[src/rtl/hans_pkg.sv]
// hans_pkg
// Shared definitions for the memory-side blocks of the processor.
// Holds the default bus widths and the one-hot state codes of the
// memory port arbiter, plus an enum type built on those codes so the
// state register shows readable names in simulation.

package hans_pkg;

  // Default bus widths.
  localparam int ADRESS_BREITE = 32;
  localparam int DATEN_BREITE  = 32;

  // One-hot state codes of the memory arbiter.
  localparam logic [4:0] IDLE      = 5'b00001;
  localparam logic [4:0] BEFEHL    = 5'b00010;
  localparam logic [4:0] LADEN     = 5'b00100;
  localparam logic [4:0] SPEICHERN = 5'b01000;
  localparam logic [4:0] QUITT     = 5'b10000;

  typedef enum logic [4:0] {
    ZUSTAND_IDLE      = IDLE,
    ZUSTAND_BEFEHL    = BEFEHL,
    ZUSTAND_LADEN     = LADEN,
    ZUSTAND_SPEICHERN = SPEICHERN,
    ZUSTAND_QUITT     = QUITT
  } zustandT;

endpackage

[src/rtl/speicher_arbiter.sv]
// speicher_arbiter
// Shares the single memory port between instruction fetch and data
// load/store. Request levels from the control FSM are sampled only in
// IDLE (store > load > fetch), turned into registered memory strobes,
// held until the memory signals SpeicherBereit, and answered with a
// one-cycle completion pulse from the QUITT state. Every output is a
// register; nothing passes combinationally from an input to an output.
//
// Ports:
//   Clock, Reset                 clock, synchronous active-high reset
//   BefehlAnfrage, BefehlAdresse fetch request level and PC
//   BefehlDaten, BefehlGeladen   last fetched word, fetch-done pulse
//   LadeAnfrage, SpeicherAnfrage load / store request levels
//   DatenAdresse, SchreibDaten   load/store address, store data
//   LeseDaten, DatenGeladen      last loaded word, load-done pulse
//   DatenGespeichert             store-done pulse
//   SpeicherAdresse, SpeicherSchreibDaten, SpeicherLesen,
//   SpeicherSchreiben            registered memory bus
//   SpeicherLeseDaten, SpeicherBereit  memory read data, access done

module speicher_arbiter
  import hans_pkg::*;
#(
  parameter int ADRESS_BREITE = hans_pkg::ADRESS_BREITE,
  parameter int DATEN_BREITE  = hans_pkg::DATEN_BREITE
) (
  input  logic                     Clock,
  input  logic                     Reset,
  input  logic                     BefehlAnfrage,
  input  logic [ADRESS_BREITE-1:0] BefehlAdresse,
  output logic [DATEN_BREITE-1:0]  BefehlDaten,
  output logic                     BefehlGeladen,
  input  logic                     LadeAnfrage,
  input  logic                     SpeicherAnfrage,
  input  logic [ADRESS_BREITE-1:0] DatenAdresse,
  input  logic [DATEN_BREITE-1:0]  SchreibDaten,
  output logic [DATEN_BREITE-1:0]  LeseDaten,
  output logic                     DatenGeladen,
  output logic                     DatenGespeichert,
  output logic [ADRESS_BREITE-1:0] SpeicherAdresse,
  output logic [DATEN_BREITE-1:0]  SpeicherSchreibDaten,
  output logic                     SpeicherLesen,
  output logic                     SpeicherSchreiben,
  input  logic [DATEN_BREITE-1:0]  SpeicherLeseDaten,
  input  logic                     SpeicherBereit
);

  zustandT                  zustand;
  zustandT                  zustandNaechst;
  logic [ADRESS_BREITE-1:0] adresseNaechst;
  logic [DATEN_BREITE-1:0]  schreibDatenNaechst;
  logic                     lesenNaechst;
  logic                     schreibenNaechst;
  logic [DATEN_BREITE-1:0]  befehlDatenNaechst;
  logic [DATEN_BREITE-1:0]  leseDatenNaechst;
  logic                     befehlGeladenNaechst;
  logic                     datenGeladenNaechst;
  logic                     datenGespeichertNaechst;

  // Next-state and next-output logic. Every register holds its value by
  // default, so address, write data and strobe stay frozen throughout a
  // wait-stated access; the completion pulses default to 0 so they last
  // exactly one cycle (the QUITT cycle).
  always_comb begin
    zustandNaechst          = zustand;
    adresseNaechst          = SpeicherAdresse;
    schreibDatenNaechst     = SpeicherSchreibDaten;
    lesenNaechst            = SpeicherLesen;
    schreibenNaechst        = SpeicherSchreiben;
    befehlDatenNaechst      = BefehlDaten;
    leseDatenNaechst        = LeseDaten;
    befehlGeladenNaechst    = 1'b0;
    datenGeladenNaechst     = 1'b0;
    datenGespeichertNaechst = 1'b0;

    case (zustand)
      ZUSTAND_IDLE: begin
        lesenNaechst     = 1'b0;
        schreibenNaechst = 1'b0;
        // Store beats load so an illegal load+store upstream still
        // resolves deterministically; fetch has the lowest priority.
        if (SpeicherAnfrage) begin
          zustandNaechst      = ZUSTAND_SPEICHERN;
          adresseNaechst      = DatenAdresse;
          schreibDatenNaechst = SchreibDaten;
          schreibenNaechst    = 1'b1;
        end else if (LadeAnfrage) begin
          zustandNaechst = ZUSTAND_LADEN;
          adresseNaechst = DatenAdresse;
          lesenNaechst   = 1'b1;
        end else if (BefehlAnfrage) begin
          zustandNaechst = ZUSTAND_BEFEHL;
          adresseNaechst = BefehlAdresse;
          lesenNaechst   = 1'b1;
        end
      end

      ZUSTAND_BEFEHL: begin
        if (SpeicherBereit) begin
          zustandNaechst       = ZUSTAND_QUITT;
          lesenNaechst         = 1'b0;
          befehlDatenNaechst   = SpeicherLeseDaten;
          befehlGeladenNaechst = 1'b1;
        end
      end

      ZUSTAND_LADEN: begin
        if (SpeicherBereit) begin
          zustandNaechst      = ZUSTAND_QUITT;
          lesenNaechst        = 1'b0;
          leseDatenNaechst    = SpeicherLeseDaten;
          datenGeladenNaechst = 1'b1;
        end
      end

      ZUSTAND_SPEICHERN: begin
        if (SpeicherBereit) begin
          zustandNaechst          = ZUSTAND_QUITT;
          schreibenNaechst        = 1'b0;
          datenGespeichertNaechst = 1'b1;
        end
      end

      // One dead cycle so the requester can drop its level before the
      // next arbitration in IDLE; requests and SpeicherBereit are ignored.
      ZUSTAND_QUITT: begin
        zustandNaechst = ZUSTAND_IDLE;
      end

      default: begin
        zustandNaechst   = ZUSTAND_IDLE;
        lesenNaechst     = 1'b0;
        schreibenNaechst = 1'b0;
      end
    endcase
  end

  // State and output registers. Reset clears everything, including the
  // data and address registers, and drops an in-flight strobe without
  // producing a completion pulse.
  always_ff @(posedge Clock) begin
    if (Reset) begin
      zustand              <= ZUSTAND_IDLE;
      SpeicherAdresse      <= '0;
      SpeicherSchreibDaten <= '0;
      SpeicherLesen        <= 1'b0;
      SpeicherSchreiben    <= 1'b0;
      BefehlDaten          <= '0;
      LeseDaten            <= '0;
      BefehlGeladen        <= 1'b0;
      DatenGeladen         <= 1'b0;
      DatenGespeichert     <= 1'b0;
    end else begin
      zustand              <= zustandNaechst;
      SpeicherAdresse      <= adresseNaechst;
      SpeicherSchreibDaten <= schreibDatenNaechst;
      SpeicherLesen        <= lesenNaechst;
      SpeicherSchreiben    <= schreibenNaechst;
      BefehlDaten          <= befehlDatenNaechst;
      LeseDaten            <= leseDatenNaechst;
      BefehlGeladen        <= befehlGeladenNaechst;
      DatenGeladen         <= datenGeladenNaechst;
      DatenGespeichert     <= datenGespeichertNaechst;
    end
  end

  // Structural invariants: a valid one-hot state, never both strobes,
  // never more than one completion pulse.
  assert property (@(posedge Clock) disable iff (Reset)
    $onehot(zustand));
  assert property (@(posedge Clock) disable iff (Reset)
    $onehot0({SpeicherLesen, SpeicherSchreiben}));
  assert property (@(posedge Clock) disable iff (Reset)
    $onehot0({BefehlGeladen, DatenGeladen, DatenGespeichert}));

endmodule

[config.mk]
export PLATFORM = sky130hd
export DESIGN_NAME = speicher_arbiter
export DESIGN_NICKNAME = d
export VERILOG_FILES = /design/src/rtl/hans_pkg.sv /design/src/rtl/speicher_arbiter.sv
export SDC_FILE = /design/constraint.sdc
export NUM_CORES = 1
export LEC_CHECK = 0
export CORE_UTILIZATION = 30
export CTS_BUF_LIST = sky130_fd_sc_hd__clkbuf_4
export CTS_CLUSTER_SIZE = 16
export DETAILED_ROUTE_END_ITERATION = 10
export GPL_TIMING_DRIVEN = 1
export PLACE_DENSITY = 0.64
export SYNTH_ARGS = -nofsm -noshare
export SYNTH_HDL_FRONTEND = slang
export SYNTH_SLANG_ARGS = --single-unit
[constraint.sdc]
create_clock -name Clock -period 2 [get_ports Clock]
set_input_delay 0.4 -clock Clock [delete_from_list [all_inputs] [get_ports Clock]]
set_output_delay 0.4 -clock Clock [all_outputs]
set_load 0.02 [all_outputs]
==> key figures <==
Status
  • Status: finished, final reports clean

Pwr
  • Clock power share: 0.307
  • Flop pwr share: 0.422
  • Leakage: roughly 4.8 nW
  • Pwr per Cell Area: a little over 800 nW/um2
  • Switch share: 0.307
  • Psw: roughly 2.3 mW
  • Comb pwr share: 0.271
  • VDD IR max: 0.429 mV
  • Int Pwr: around 5.1 mW

STA
  • Post-layout min period: roughly 1.9 ns
  • Rel. slew slack: 0.736
  • Worst-Margin Slew: approximately 0.4 ns
  • Endpoints failing hold: 0
  • Unrepaired setup endpoints after global routing: no
  • Period utilization: 0.954
  • Setup TNS: 0 ns
  • Final hold slack: roughly 0.17 ns
  • Final Setup Violations: 0
  • Clock skew: 0.0229 ns
  • Fin. max-slew vios: 0
  • F_max: roughly 0.52 GHz

Die
  • Die area: between 15,000 and 20,000 um2
  • Rows: 49
  • Core area: 18,000 um2
  • Die Ht: 137 um
  • Width of the die: roughly 140 um
  • Io pins: about 270
  • Starting density of the core: 0.306

Critical path
  • Crit path arrival time: 1.51 ns
  • Cell Chain, Critical Path: clkdlybuf4s50_1
  • Crit-path max FO: 2
  • Buf/Inv on CP: 1
  • CP Launch Type: flip-flop
  • Reg2reg setup slack: roughly 0.30 ns
  • Slowest stage delay, CP: between 0.6 and 0.7 ns
  • Crit-path leading delay family: buffers and inverters
  • Crit path kind: reg2out
  • Nature of the critical path endpoint: primary output
  • Required @ worst endpoint: 1.60 ns
  • CP max-delay cell: clkdlybuf4s50_1

Yosys
  • Synth area leader: dfxtp_1
  • Post-synth top area share: 0.503
  • Post-Syn Instances: 669
  • Asr flop ratio synth: 0
  • Synth Area per Inst: 8.20 um2
  • Syn Std Cell Area: roughly 5500 um2
  • YS warnings: 0
  • Post-synth EDFFs: 0
  • Register area share after synthesis: 0.503
  • Cell variety after synth: 34
  • Synthesized flop and latch total: around 140
  • Synth area leaders: dfxtp_1 (50%), nand2_1 (13%), a21oi_1 (9.2%), a211oi_2 (6.8%), nand3b_1 (4.4%)
  • Syn nets: 803
  • Most used DFF post-synth: dfxtp_1

Clock network
  • Htree depth: 4
  • CTS tree: yes
  • Clock Sinks: 138
  • Clock buffer depth: 2
  • Post-CTS Setup Inserts: 0
  • Inserted Clock Buffers: 17
  • Clock-pin slew on the worst setup and hold paths: between 0.1 and 0.15 ns
  • Skew-Pair Late Insertion Delay: between 0.5 and 0.6 ns
  • Root Buffer: clkbuf_4

Finish
  • Synthesis-to-finish area growth: 65.6%
  • Fillers: roughly 1,700
  • Total Nets Final: around 1,100
  • Reg area: 2760 um2
  • Most frequent cells in the layout: nand2_1 (195), clkdlybuf4s50_1 (163), dfxtp_1 (138), a21oi_1 (101), dlymetal6s2s_1 (100)
  • Final core utilization: 0.506
  • Most common cell after layout, fill and taps aside: nand2_1
  • Layout cell share with drive strength beyond 1: 0.0985
  • Multi-input gate area: 2460 um2

Detailed routing
  • DRT antenna net count: 0
  • DRT Wirelength: around 17,000 um
  • Avg WL per Cell: 14.7 um
  • DRC: 0
  • Via count: about 5,400
  • Drt via density: 4.65
  • TritonRoute pass-1 iters: 4
  • Detailed Route Iter0 Violations: approximately 240

Global route
  • Global-route wire length before repair: around 25,000 um
  • GRT Util Overall: 0.175
  • Largest net degree at the start of global routing: 67
  • Number of global-route vias before repair: roughly 5,000
  • Antenna violations before repair: 1
  • Grt ovf: 0

Min path
  • HP Class: in2reg

Place
  • Routability cong.: roughly 0.8
  • Port Buffer Count: approximately 270
  • Final HPWL DP: between 10,000 and 15,000 um

Job
  • MaxCap Viol Count: 0
[cell families (layout without fill, tap and decap cells)]
logic type / Yosys count / in the layout / share of synthesized area
other: 0 / 1 / 0
DFF: 138 / 138 / 0.503
AOI/OAI and AO/OA: 173 / 173 / 0.204
xor gates and xnor gates: 2 / 2 / 0.00319
buffers and inverters: 60 / 325 / 0.0517
and+or+nand+nor: 296 / 296 / 0.238
[final timing paths]
| path | start | endpoint | cells past startpoint |
|---|---|---|---|
| max reg2reg | zustand[4] | SpeicherAdresse[21] | 5 |
| min reg2reg | LeseDaten[26] | LeseDaten[26] | 2 |
| min | Reset | SpeicherAdresse[8] | 2 |
| max | BefehlDaten[30] | BefehlDaten[30] | 1 |
[power groups by stage]
stage	clock network, mW	registers (mW)	logic (mW)
after floorplan	0	3.44	0.822
after global placement	0	3.16	2.03
after detailed placement	0	3.17	2.04
after CTS	2.34	3.11	2.04
after global routing	2.46	3.13	2.15
final	2.26	3.10	1.99
[sequential cells by signal, indices dropped and copies added (netlist names)]
| signal | count |
|---|---|
| BefehlDaten | 32 |
| BefehlGeladen | 1 |
| DatenGeladen | 1 |
| DatenGespeichert | 1 |
| LeseDaten | 32 |
| SpeicherAdresse | 32 |
| SpeicherLesen | 1 |
| SpeicherSchreibDaten | 32 |
| SpeicherSchreiben | 1 |
| zustand | 5 |
[through the flow]
stage	total power, mW	cell area (um2)	setup slack [ns]	std cells
2_1_floorplan	4.26	5490	0.284	669
3_3_place_gp	5.19	8480	0.0525	1131
3_5_place_dp	5.21	8480	0.00834	1131
4_1_cts	7.49	8840	0.00585	1163
5_1_grt	7.75	9090	0.0000571	1164
6_report	7.35	9090	0.0921	1164
[per-layer routing]
| layer | up-vias | global-route usage | wire length, um |
|---|---|---|---|
| met5 | - | 0 | 0 |
| met1 | 2481 | 0.203 | 7340 |
| met4 | 0 | 0.0525 | 161 |
| met2 | 159 | 0.294 | 8250 |
| met3 | 10 | 0.0688 | 1400 |
| li1 | 2757 | - | - |
[cell usage after synthesis (4+ instances only)]
cell      instances
clkbuf_1         36
buf_2            11
nor2_1           44
a211oi_2         30
nand2_1         195
o21ai_0          32
nand3_1           5
dfxtp_1         138
buf_4             4
nand3b_1         32
a21oi_1         101
buf_6             4
nor3_1            5
[final cells by class]
type | instances | share of cell area
flip-flops and latches | 138 | 0.304
diodes | 1 | 0.000275
multi-input cells | 471 | 0.270
clock buffers | 19 | 0.0157
inverters | 3 | 0.00124
repair buffers | 290 | 0.353
well taps | 229 | 0.0315
clock inverters | 13 | 0.0238
[timing repair]
| item | in CTS | in global routing |
|---|---|---|
| setup endpoints to repair | 2 | 100 |
| endpoints found under the hold margin | 0 | 0 |
| resized for setup | 2 | 100 |
| hold buffers | 0 | 0 |
Power figures use the tool's default switching activity.
